**src/rtl/cache_pkg.sv**
```systemverilog
// Shared geometry, FSM state type and address field helpers for the direct-mapped cache.
package cache_pkg;

  localparam int unsigned WORD_BITS   = 16;
  localparam int unsigned TAG_BITS    = 12;
  localparam int unsigned INDEX_BITS  = 2;
  localparam int unsigned OFFSET_BITS = 2;
  localparam int unsigned LINE_BITS   = WORD_BITS << OFFSET_BITS;

  typedef enum logic [1:0] {
    IDLE      = 2'd0,
    WRITEBACK = 2'd1,
    ALLOCATE  = 2'd2
  } state_t;

  function automatic logic [TAG_BITS-1:0] get_tag(input logic [WORD_BITS-1:0] addr);
    return addr[WORD_BITS-1 -: TAG_BITS];
  endfunction

  function automatic logic [INDEX_BITS-1:0] get_index(input logic [WORD_BITS-1:0] addr);
    return addr[OFFSET_BITS +: INDEX_BITS];
  endfunction

  function automatic logic [OFFSET_BITS-1:0] get_offset(input logic [WORD_BITS-1:0] addr);
    return addr[OFFSET_BITS-1:0];
  endfunction

endpackage

```
**src/rtl/cache_array.sv**
```systemverilog
// Tag/valid/dirty/data storage: combinational read by index, synchronous line fill or word write.
module cache_array #(
  parameter int unsigned WORD_W = 16,
  parameter int unsigned TAG_W  = 12,
  parameter int unsigned IDX_W  = 2,
  parameter int unsigned OFF_W  = 2
) (
  input  logic                         Clk,
  input  logic                         clear,
  input  logic [IDX_W-1:0]             index,
  output logic                         valid,
  output logic                         dirty,
  output logic [TAG_W-1:0]             tag,
  output logic [(WORD_W<<OFF_W)-1:0]   line,
  input  logic                         fill_we,
  input  logic [TAG_W-1:0]             fill_tag,
  input  logic [(WORD_W<<OFF_W)-1:0]   fill_line,
  input  logic                         word_we,
  input  logic [OFF_W-1:0]             word_offset,
  input  logic [WORD_W-1:0]            word_data,
  input  logic                         clean_we
);

  localparam int unsigned LINES  = 1 << IDX_W;
  localparam int unsigned LINE_W = WORD_W << OFF_W;

  logic [LINES-1:0]  valid_q;
  logic [LINES-1:0]  dirty_q;
  logic [TAG_W-1:0]  tag_q  [LINES];
  logic [LINE_W-1:0] data_q [LINES];

  assign valid = valid_q[index];
  assign dirty = dirty_q[index];
  assign tag   = tag_q[index];
  assign line  = data_q[index];

  // Status bits are the only state that needs clearing; tag/data are qualified by valid.
  always_ff @(posedge Clk) begin
    if (clear) begin
      valid_q <= '0;
      dirty_q <= '0;
    end else begin
      if (fill_we) begin
        valid_q[index] <= 1'b1;
        dirty_q[index] <= 1'b0;
        tag_q[index]   <= fill_tag;
        data_q[index]  <= fill_line;
      end else if (word_we) begin
        dirty_q[index] <= 1'b1;
        data_q[index][32'(word_offset)*WORD_W +: WORD_W] <= word_data;
      end else if (clean_we) begin
        dirty_q[index] <= 1'b0;
      end
    end
  end

endmodule

```
**src/rtl/dm_cache.sv**
```systemverilog
// Direct-mapped write-back/write-allocate cache: FSM, hit/miss counters and memory port registers.
module dm_cache #(
  parameter int unsigned WORD_SIZE   = 16,
  parameter int unsigned INDEX_BITS  = 2,
  parameter int unsigned OFFSET_BITS = 2
) (
  input  logic                                   Clk,
  input  logic                                   Reset_N,
  input  logic                                   cpu_read,
  input  logic                                   cpu_write,
  input  logic [WORD_SIZE-1:0]                   cpu_address,
  input  logic [WORD_SIZE-1:0]                   cpu_wdata,
  output logic [WORD_SIZE-1:0]                   cpu_rdata,
  output logic                                   cpu_done,
  output logic                                   mem_read,
  output logic                                   mem_write,
  output logic [WORD_SIZE-1:0]                   mem_address,
  output logic [(WORD_SIZE<<OFFSET_BITS)-1:0]    mem_wdata,
  input  logic [(WORD_SIZE<<OFFSET_BITS)-1:0]    mem_rdata,
  input  logic                                   mem_ack,
  output logic [15:0]                            hit_count,
  output logic [15:0]                            miss_count
);

  import cache_pkg::*;

  localparam int unsigned TAG_W  = WORD_SIZE - INDEX_BITS - OFFSET_BITS;
  localparam int unsigned LINE_W = WORD_SIZE << OFFSET_BITS;
  localparam int unsigned CNT_W  = 16;

  logic [TAG_W-1:0]       cpu_tag;
  logic [INDEX_BITS-1:0]  cpu_index;
  logic [OFFSET_BITS-1:0] cpu_offset;
  logic                   req;

  logic                   arr_valid;
  logic                   arr_dirty;
  logic [TAG_W-1:0]       arr_tag;
  logic [LINE_W-1:0]      arr_line;

  state_t                 state_q;
  logic                   mem_read_q;
  logic                   mem_write_q;
  logic [WORD_SIZE-1:0]   mem_addr_q;
  logic [LINE_W-1:0]      mem_wdata_q;
  logic [CNT_W-1:0]       hit_q;
  logic [CNT_W-1:0]       miss_q;
  logic                   was_miss_q;

  logic                   hit_c;
  logic                   fill_c;
  logic                   clean_c;

  assign cpu_tag    = cpu_address[WORD_SIZE-1 -: TAG_W];
  assign cpu_index  = cpu_address[OFFSET_BITS +: INDEX_BITS];
  assign cpu_offset = cpu_address[OFFSET_BITS-1:0];
  assign req        = cpu_read | cpu_write;

  assign hit_c   = (state_q == IDLE) && req && arr_valid && (arr_tag == cpu_tag);
  assign fill_c  = (state_q == ALLOCATE) && mem_ack;
  assign clean_c = (state_q == WRITEBACK) && mem_ack;

  cache_array #(
    .WORD_W (WORD_SIZE),
    .TAG_W  (TAG_W),
    .IDX_W  (INDEX_BITS),
    .OFF_W  (OFFSET_BITS)
  ) u_array (
    .Clk         (Clk),
    .clear       (!Reset_N),
    .index       (cpu_index),
    .valid       (arr_valid),
    .dirty       (arr_dirty),
    .tag         (arr_tag),
    .line        (arr_line),
    .fill_we     (fill_c),
    .fill_tag    (cpu_tag),
    .fill_line   (mem_rdata),
    .word_we     (hit_c && cpu_write),
    .word_offset (cpu_offset),
    .word_data   (cpu_wdata),
    .clean_we    (clean_c)
  );

  // Every output is held at zero while reset is asserted, so an in-flight request vanishes at once.
  assign cpu_done    = hit_c & Reset_N;
  assign cpu_rdata   = cpu_done ? arr_line[32'(cpu_offset)*WORD_SIZE +: WORD_SIZE] : '0;
  assign mem_read    = mem_read_q & Reset_N;
  assign mem_write   = mem_write_q & Reset_N;
  assign mem_address = mem_addr_q & {WORD_SIZE{Reset_N}};
  assign mem_wdata   = mem_wdata_q & {LINE_W{Reset_N}};
  assign hit_count   = hit_q & {CNT_W{Reset_N}};
  assign miss_count  = miss_q & {CNT_W{Reset_N}};

  always_ff @(posedge Clk) begin
    if (!Reset_N) begin
      state_q     <= IDLE;
      mem_read_q  <= 1'b0;
      mem_write_q <= 1'b0;
      mem_addr_q  <= '0;
      mem_wdata_q <= '0;
      hit_q       <= '0;
      miss_q      <= '0;
      was_miss_q  <= 1'b0;
    end else begin
      if (hit_c) begin
        was_miss_q <= 1'b0;
        if (!was_miss_q) hit_q <= hit_q + CNT_W'(1);
      end
      case (state_q)
        IDLE: begin
          if (req && !hit_c) begin
            miss_q     <= miss_q + CNT_W'(1);
            was_miss_q <= 1'b1;
            if (arr_valid && arr_dirty) begin
              state_q     <= WRITEBACK;
              mem_write_q <= 1'b1;
              mem_addr_q  <= {arr_tag, cpu_index, {OFFSET_BITS{1'b0}}};
              mem_wdata_q <= arr_line;
            end else begin
              state_q    <= ALLOCATE;
              mem_read_q <= 1'b1;
              mem_addr_q <= {cpu_tag, cpu_index, {OFFSET_BITS{1'b0}}};
            end
          end
        end
        WRITEBACK: begin
          if (mem_ack) begin
            state_q     <= ALLOCATE;
            mem_write_q <= 1'b0;
            mem_read_q  <= 1'b1;
            mem_addr_q  <= {cpu_tag, cpu_index, {OFFSET_BITS{1'b0}}};
          end
        end
        ALLOCATE: begin
          if (mem_ack) begin
            state_q    <= IDLE;
            mem_read_q <= 1'b0;
          end
        end
        default: begin
          state_q     <= IDLE;
          mem_read_q  <= 1'b0;
          mem_write_q <= 1'b0;
        end
      endcase
    end
  end

endmodule

```
**config.mk**
```make
export PLATFORM = sky130hd
export DESIGN_NAME = dm_cache
export DESIGN_NICKNAME = d
export VERILOG_FILES = /design/src/rtl/cache_pkg.sv /design/src/rtl/cache_array.sv /design/src/rtl/dm_cache.sv
export SDC_FILE = /design/constraint.sdc
export NUM_CORES = 1
export LEC_CHECK = 0
export ABC_AREA = 0
export ABC_CLOCK_PERIOD_IN_PS = 3300
export BUFFER_PORTS_ARGS = -buffer_cell sky130_fd_sc_hd__buf_2
export CORE_MARGIN = 3
export CORE_UTILIZATION = 50
export DETAILED_ROUTE_END_ITERATION = 7
export GPL_ROUTABILITY_DRIVEN = 0
export PLACE_DENSITY = 0.71
export SLEW_MARGIN = 10
export SYNTH_ARGS = -nofsm -noshare
export SYNTH_HDL_FRONTEND = slang
export SYNTH_SLANG_ARGS = --single-unit
```
**constraint.sdc**
```tcl
create_clock -name Clk -period 3.3 [get_ports Clk]
set_input_delay 0.165 -clock Clk [delete_from_list [all_inputs] [get_ports Clk]]
set_output_delay 0.165 -clock Clk [all_outputs]
set_load 0.005 [all_outputs]
```
After elaboration in Yosys (flattened, before gate mapping). Memory sizes are Yosys's and may differ from the RTL's. Cells that the tools add are included.

Add/subtract/negate cells: 3. Multipliers: 0. Div/mod/pow operators: 0. Order comparisons: 2. Eq/ne operators: 8. Shift operators: 3. Mux-type cells: 101. Bitwise logic cells: 78. Reduce and logical (&&, ||, !) cells: 20.

Operators with widths (count): 1-bit two-way mux (82); 1-bit bitwise OR (65); 64-bit AND (1); 16-bit two-way mux (4); 64-bit two-way mux (1); 16-bit by 34-bit variable shift with 64-bit output (first input constant) (1); 16-bit by 34-bit indexed part select with 64-bit output (1); 64-bit by 7-bit indexed part select with 16-bit output (1); 16-bit AND (3); 6-bit negation with 34-bit output (1); 16-bit by 1-bit adder with 16-bit output (second input constant) (2); 16-bit case mux with 2 select lines (1); 12-bit equality test (1); 4-bit two-way mux (3); 1-bit logical AND (9); 3-bit AND reduction (3); 2-bit two-way mux (4); 4-bit bitwise OR (2); 4-bit AND reduction (2); 2-bit != test (second input constant) (3); 1-bit case mux with 3 select lines (2); 2-bit case mux with 3 select lines (1); 4-bit AND (1); 1-bit binary-select mux with 2-bit select (2); 14 further kinds (19).

Register bits after elaboration: 125. Latch bits: 0. Memory bits (writable): 304. Bits in read-only memories: 0. Input port bits: 101. Word-level logic and storage cells: 227. Memories: 2.

Memory list: u_array.data_q (words 4, width 64, rd ports 1, clocked after Yosys merged registers in 0, wr ports 1, RTL line cache_array.sv:30) `logic [LINE_W-1:0] data_q [LINES];`; u_array.tag_q (words 4, width 12, rd ports 1, clocked after Yosys merged registers in 0, wr ports 1, RTL line cache_array.sv:29) `logic [TAG_W-1:0] tag_q [LINES];`.

Depth between registers and ports, before layout. Gate-level depths: netlist of run 1.

Word-level depth: 10. Gate-level depth with buffers: 11. Mapped depth without buffers: 6.

Modules after synthesis. A second synthesis of run 1 with hierarchy kept.

Cells, all modules: 1323. Area total of the unflattened synthesis: 18567.8 um^2.

By module, submodules not included: cache_array (times used 1, cells an instance 571, area an instance 12308.1 um^2, sequential area each 9288.9 um^2); dm_cache (times used 1, cells an instance 752, area an instance 6259.8 um^2, sequential area each 2302.2 um^2).

Worst setup path before layout of run 1. No wires, ideal clock.

Path type: input to register. From: input cpu_address[2]. To: memory u_array.data_q[0][16] (netlist bit) (enable). Arrival: 3.143 ns. Slack: -0.237 ns. Cell stages on the path: 9. Buffers on the path: 3. Cells stage by stage: buf_6 -> mux4_2 -> xnor2_1 -> nand4_1 -> or4_1 -> buf_2 -> or2_1 -> clkbuf_1 -> a21oi_1.

Word-level cells in the longest chain between the ends: 10. Elaborated cells on any way between the ends: 12. Those cells by class: eq/ne (1); mux (6); bitwise (1); reduce/logical (3); memory (1).

RTL lines: from (decl) (RTL line dm_cache.sv:11) `input logic [WORD_SIZE-1:0] cpu_address,`; parallel branches: the longest is 10 deep, another holds memory 4 x 12 bit; to (decl) (RTL line cache_array.sv:30).

Parallel ways; which one is timed is not known. The select of a mux whose other input is x is not followed.

Final worst setup path of run 1.
From: memory u_array.tag_q[3][5]. To: output cpu_rdata[2].

Word-level cells in the longest chain between the ends: 5.

RTL lines: from (decl) (RTL line cache_array.sv:29); memory 4 x 12 bit; 12-bit equality test (RTL line dm_cache.sv:59) `assign hit_c = (state_q == IDLE) && req && arr_valid && (arr_tag == cpu_tag);`; 1-bit logical AND (RTL line dm_cache.sv:59); 1-bit AND (RTL line dm_cache.sv:86) `assign cpu_done = hit_c & Reset_N;`; 16-bit two-way mux (RTL line dm_cache.sv:87) `assign cpu_rdata = cpu_done ? arr_line[32'(cpu_offset)*WORD_SIZE +: WORD_SIZE] : '0;`; to (decl) (RTL line dm_cache.sv:13) `output logic [WORD_SIZE-1:0] cpu_rdata,`.

No other way between the ends.

==> flow_metrics.tcl, run 1 <==
set metrics [dict create \
    outcome "finished, final reports clean" \
    avgSynthCellArea_sq_um 12.8 \
    drive_gt1_frac 0.327 \
    grtUsageMet1 0.354 \
    seq_area_frac_synth 0.613 \
    dp_slack_ns -0.301 \
    first_global_vias 13600 \
    rrSetupSlack_ns 0.15 \
    synthXorXnorAreaFrac 0.00556 \
    cpMaxStageDelayCell "mux4_2" \
    antenna_found_initial 2 \
    wl_per_cell_um 23.2 \
    fin_skew_ns 0.0249 \
    met3_usage 0.0679 \
    path_max_fanout 8 \
    synth_compound_area_frac 0.101 \
    placed_cell_area_sq_mm 0.0217 \
    relSlewSlack 0.239 \
    hold_viol 0 \
    grt_pass1_wl_um 81900 \
    synthSimpleGateAreaFrac 0.112 \
    final_max_slew_viol_count 0 \
    ys_warn_count 0 \
    start_util 0.511 \
    finalSetupViolCount 0 \
    dp_hpwl_um 38000 \
    via_per_inst 5.91 \
    critPathCapture "cpu_rdata[2]" \
    clk_latency_ns 0.56 \
    ys_ff_latch 427 \
    worstSetupStartpoint "u_array.tag_q[3][5]" \
    timing.hold.worst.class "input port to register" \
    slowest_delay_ns 0.51 \
    final_util 0.629 \
    vdd_drop_max_mv 0.355 \
    drc_errors 0 \
    grt-ovfl-total 0 \
    synth-adder-area-share 0.00464 \
    synth_cells 1472 \
    min_period_ns 3.23 \
    synth_area_leaders "edfxtp_1 (48%), dfxtp_1 (13%), mux4_2 (11%)" \
    crit_path_end_kind "output pin" \
    die_h_um 200 \
    vias 13900 \
    p_leak_nw 8.80 \
    crit_chain "mux4_2, xnor2_1, nand4_1, buf_4, nor4_4, clkbuf_4, and3_1, buf_2" \
    numCtsBuffers 45 \
    maxCapViolations 0 \
    yosys.area.top_type "edfxtp_1" \
    synthMuxAreaShare 0.132 \
    fp-row-count 70 \
    cp.arrival_ns 3.06 \
    timing.final.ws_setup_ns 0.0712 \
    ant_nets 0 \
    cp_top_family "simple AND/OR/NAND/NOR gates" \
    start_kind "register" \
    grt_busiest_layer "met2" \
    gr-usage-all-layers 0.265 \
    r2r-end "u_array.data_q[1][0]" \
    yosys.cell_types.count 49 \
    core-area_sq_mm 0.0370 \
    grtUsageMet2 0.424 \
    p_per_area_mw_per_mm2 500 \
    firstDrtPassIters 5 \
    crit_buf_inv 3 \
    cts.htree.levels 2 \
    cts.clk_slew.worst_paths_ns 0.06 \
    synth_top_family_by_area "multiplexers" \
    worstSetupPathType "register to output pin" \
    grt_setup_unrepaired "yes" \
    design_area_sq_mm 0.0232 \
    r2r_cells 7 \
    finalWirelength_um 54400 \
    die_area_sq_mm 0.0402 \
    die_w_um 200 \
    cts_tree "built" \
    io_pins 232 \
    post_cts_buffers 0 \
    synth_area_sq_mm 0.0189 \
    reg2reg_from "u_array.tag_q[3][5]" \
    cp.depth 8 \
    min_period_over_period 0.978 \
    yosysTopAreaCellShare 0.483 \
    max_freq_ghz 0.310 \
    io_buffer_count 229 \
    ctsLongestPathBuffers 3 \
    cts.sinks 427 \
    required_ns 3.13 \
    nNetsFinal 1916 \
    root_buffer "clkbuf_16" \
    initialDrtViolationCount 1518 \
    grt_max_degree 68 \
    syn2layout_area_growth_pct 23.0 \
    tightest_slew_ns 1.14 \
]
cell type report:
| class | instances | area [sq um] |
|---|---|---|
| clock buffer | 59 | 1230 |
| inverter | 20 | 75.1 |
| sequential | 427 | 11600 |
| clock inverter | 21 | 188 |
| tap | 504 | 631 |
| multi-input combinational | 905 | 6790 |
| timing repair buffer | 409 | 2740 |
| antenna | 1 | 2.50 |
| fill | 2826 | 13700 |
what timing repair did:
action                                 4_1_cts  5_1_grt
pin swaps                                    0        1
cloned                                       0        1
endpoints found under the hold margin       51        0
gates resized for setup                      1       24
setup endpoints to repair                  446      212
hold buffers                                13        0
registers in the layout, indices dropped and copies added (netlist names), named ones only:
name             flops
was_miss_q           1
hit_q               16
mem_write_q          1
u_array.valid_q      4
u_array.tag_q       48
miss_q              16
mem_read_q           1
u_array.data_q     256
mem_wdata_q         64
state_q              2
mem_addr_q          14
through the flow:
step / instances / total power [mW] / TNS [ns] / hold slack [ns]
after floorplan: 1473 / 6.39 / -45.23 / 0.264
after global placement: 2251 / 6.81 / -80.93 / 0.424
after detailed placement: 2251 / 6.83 / -95.69 / 0.434
after CTS: 2344 / 11.7 / 0 / 0.00185
after global routing: 2345 / 12.0 / -0.0768 / 0.0236
final: 2346 / 11.6 / 0 / 0.0203
cell families after synthesis:
kind of cell    Yosys count
fa+ha+maj                 7
xor+xnor                 12
other cells               1
flops                   427
mux                     128
compound gates          334
simple gates            422
buf+inv                 141
worst min-delay path by stage:
| stage | cells after the start | to | slack (ns) | from |
|---|---|---|---|---|
| 2_1_floorplan | 0 | u_array.tag_q[0][0] | 0.26 | cpu_address[4] |
| 3_3_place_gp | 1 | u_array.tag_q[0][10] | 0.42 | cpu_address[14] |
| 3_5_place_dp | 1 | u_array.tag_q[0][10] | 0.43 | cpu_address[14] |
| 4_1_cts | 3 | state_q[0] | 0.002 | mem_ack |
| 5_1_grt | 3 | state_q[0] | 0.02 | mem_ack |
| 6_report | 3 | state_q[0] | 0.02 | mem_ack |
synth_stat cells, drive strengths merged:
library cell and instances:
nand2b 5, nand2 175, or4 8, xnor2 12, ha 7, or2 5, clkbuf 90, nor4 11
nor3 7, a2111oi 1, mux4 94, nand4 10, nand3b 1, o31a 1, a211oi 1, inv 20
o31ai 77, a21boi 1, nor2 36, a21o 4, edfxtp 304, a21oi 26, and4 2, o211ai 4
nor2b 3, nor3b 3, o21ai 215, dfxtp 123, nand3 36, nor4b 1, o22ai 1, a32o 1
or3 2, conb 1, o21a 1, and3 18, buf 31, mux2i 2, mux2 32, a2bb2oi 1
and2 99
worst register-to-register path: cells and delay by family (launching register included):
kind                      cells  cell delay, ns
xor gates and xnor gates      1            0.16
AOI/OAI and AO/OA             1            0.23
DFF                           1            0.38
buffers and inverters         1            0.20
muxes                         1            0.51
and+or+nand+nor               3            1.35
layer usage:
metal  routed length (um)  share of wire
met3                 6000           0.11
met5                   24        0.00044
met1                20700           0.38
met2                25700           0.47
met4                 1960          0.036
layout by cell type, fill, tap and decap left out, types with 14 or more instances in the layout:
master / Yosys / final
and3_1: 18 / 14
edfxtp_1: 304 / 304
mux4_2: 94 / 94
buf_2: 12 / 226
nand3_1: 36 / 35
clkbuf_16: 0 / 46
o21ai_0: 198 / 186
and2_1: 99 / 99
inv_1: 19 / 19
a21oi_1: 26 / 21
o31ai_1: 77 / 77
nand2_1: 175 / 173
dfxtp_1: 123 / 123
mux2_2: 25 / 25
nor2_1: 36 / 36
o21ai_1: 17 / 28
buf_4: 6 / 152
buf_12: 0 / 16
power breakdown:
part           switching [mW]  internal [mW]  leakage (nW)
clock network            2.04           2.85         0.694
registers              0.0250           5.80          3.73
logic                   0.538          0.387          4.37
No activity file was read; power rests on OpenSTA's default activity.
==> run 2, diff against run 1 <==
--- a/config.mk
+++ b/config.mk
@@ -12,7 +12,9 @@
 export CORE_UTILIZATION = 50
 export DETAILED_ROUTE_END_ITERATION = 7
 export GPL_ROUTABILITY_DRIVEN = 0
+export MAX_ROUTING_LAYER = met4
 export PLACE_DENSITY = 0.71
+export RECOVER_POWER = 100
 export SLEW_MARGIN = 10
 export SYNTH_ARGS = -nofsm -noshare
 export SYNTH_HDL_FRONTEND = slang
==> flow_metrics.tcl, run 2 (synthesized netlist as in run 1, its figures left out) <==
set metrics [dict create \
    hp-start "mem_ack" \
    timing.hold.worst.class "input port to register" \
    start_util 0.511 \
    hold_viol 0 \
    multi_input_area_sq_mm 0.00679 \
    cts.clk_slew.worst_paths_ns 0.06 \
    drive_gt1_frac 0.315 \
    finalSetupViolCount 0 \
    timing.final.ws_setup_ns 0.0541 \
    final_common_cell "edfxtp_1" \
    required_ns 3.13 \
    vias 14000 \
    grt_setup_unrepaired "yes" \
    cts_tree "built" \
    die_area_sq_mm 0.0402 \
    p_total_mw 11.6 \
    path_max_fanout 9 \
    final_max_slew_viol_count 0 \
    top_regs "u_array.data_q (256), mem_wdata_q (64), u_array.tag_q (48)" \
    root_buffer "clkbuf_16" \
    dp_hpwl_um 38000 \
    firstDrtPassIters 5 \
    dp_slack_ns -0.301 \
    clk_latency_ns 0.56 \
    grt_pass1_wl_um 82000 \
    ant_nets 0 \
    gr-usage-all-layers 0.273 \
    nNetsFinal 1918 \
    die_w_um 200 \
    via_per_inst 5.95 \
    final_cells 2347 \
    regArea_sq_mm 0.0116 \
    drc_errors 0 \
    cts.sinks 427 \
    placed_cell_area_sq_mm 0.0217 \
    antenna_found_initial 0 \
    finalSetupTns_ns 0 \
    p_per_area_mw_per_mm2 501 \
    die_h_um 200 \
    diodes 0 \
    r2r-end "hit_q[4]" \
    holdPathStages 3 \
    io_buffer_count 229 \
    largest-register "u_array.data_q" \
    start_kind "register" \
    wl_per_cell_um 23.2 \
    cts.htree.levels 2 \
    numCtsBuffers 45 \
    maxCapViolations 0 \
    relSlewSlack 0.0842 \
    min_period_ns 3.25 \
    worstSetupPathType "register to output pin" \
    design_area_sq_mm 0.0232 \
    final_cell_mix "edfxtp_1 (304), buf_2 (208), o21ai_0 (186)" \
    reg2reg_from "u_array.tag_q[3][5]" \
    rrSetupSlack_ns 0.10 \
    largest_register_ffs 256 \
    vdd_drop_max_mv 0.354 \
    syn2layout_area_growth_pct 22.9 \
    tightest_slew_ns 1.37 \
    fp-row-count 70 \
    crit_path_end_kind "output pin" \
    r2r_cells 9 \
    min_period_over_period 0.984 \
    initialDrtViolationCount 1678 \
    fill_cells 2848 \
    fin_skew_ns 0.0223 \
    grt-ovfl-total 0 \
    core-area_sq_mm 0.0370 \
    grt_max_degree 68 \
    whs_ns 0.0196 \
    max_freq_ghz 0.308 \
    ctsLongestPathBuffers 3 \
    dpl.cell_count 2251 \
    cp.arrival_ns 3.08 \
    min_to "state_q[0]" \
    final_util 0.628 \
    finalWirelength_um 54500 \
    io_pins 232 \
    outcome "finished, final reports clean" \
    first_global_vias 13500 \
    p_leak_nw 8.64 \
]
==> run 2: cell count changes in the layout (fill, tap and decap cells not counted), sizes merged <==
cell    change
clkbuf     +26
diode       -1
buf        -24
==> run 2: area by class of cell <==
type                       count  area share
tap                          504      0.0272
sequential                   427       0.499
clock inverter                21     0.00808
timing repair buffer         411       0.117
multi-input combinational    905       0.292
inverter                      20     0.00323
clock buffer                  59      0.0530
==> run 2: worst max-delay path by stage <==
stage                              startpoint  depth (start not counted)               endpoint
final                     u_array.tag_q[3][5]                         10               cpu_done
after global routing      u_array.tag_q[0][2]                         10               cpu_done
after CTS                 u_array.tag_q[0][6]                          7  u_array.data_q[0][13]
after detailed placement       cpu_address[2]                          8  u_array.data_q[2][13]
after global placement         cpu_address[2]                          8  u_array.data_q[2][40]
after floorplan                cpu_address[2]                          9  u_array.data_q[0][16]
==> run 2: power by group <==
| part | leakage (nW) | internal (mW) | total, mW | switching [mW] |
|---|---|---|---|---|
| logic | 4.21 | 0.384 | 0.923 | 0.539 |
| registers | 3.73 | 5.80 | 5.82 | 0.0250 |
| clock network | 0.694 | 2.85 | 4.90 | 2.05 |
| total | 8.64 | 9.03 | 11.6 | 2.61 |
==> run 2: layer usage <==
layer / up-vias / wire, um / GRT usage
met5: - / 0 / -
met4: 0 / 1890 / 0.0959
met3: 115 / 5410 / 0.0471
met2: 763 / 25800 / 0.424
met1: 6844 / 21400 / 0.369
li1: 6242 / - / -
==> run 2: repair_timing <==
action                     4_1_cts  5_1_grt
pin swaps                        0        2
cloned                           0        1
resized for setup                1       26
hold endpoints to repair        51        0
setup buffers                    0        2
hold buffers                    13        0
setup endpoints to repair      446      211
==> run 2: critical path, stage by stage, from the launching register on <==
cell      delay [ns]
edfxtp_1        0.38
mux4_2          0.51
xnor2_1         0.16
nand4_1         0.21
buf_6           0.19
nor4_4          0.35
buf_4           0.17
buf_6           0.13
nand2_1         0.16
inv_1           0.13
buf_2           0.13
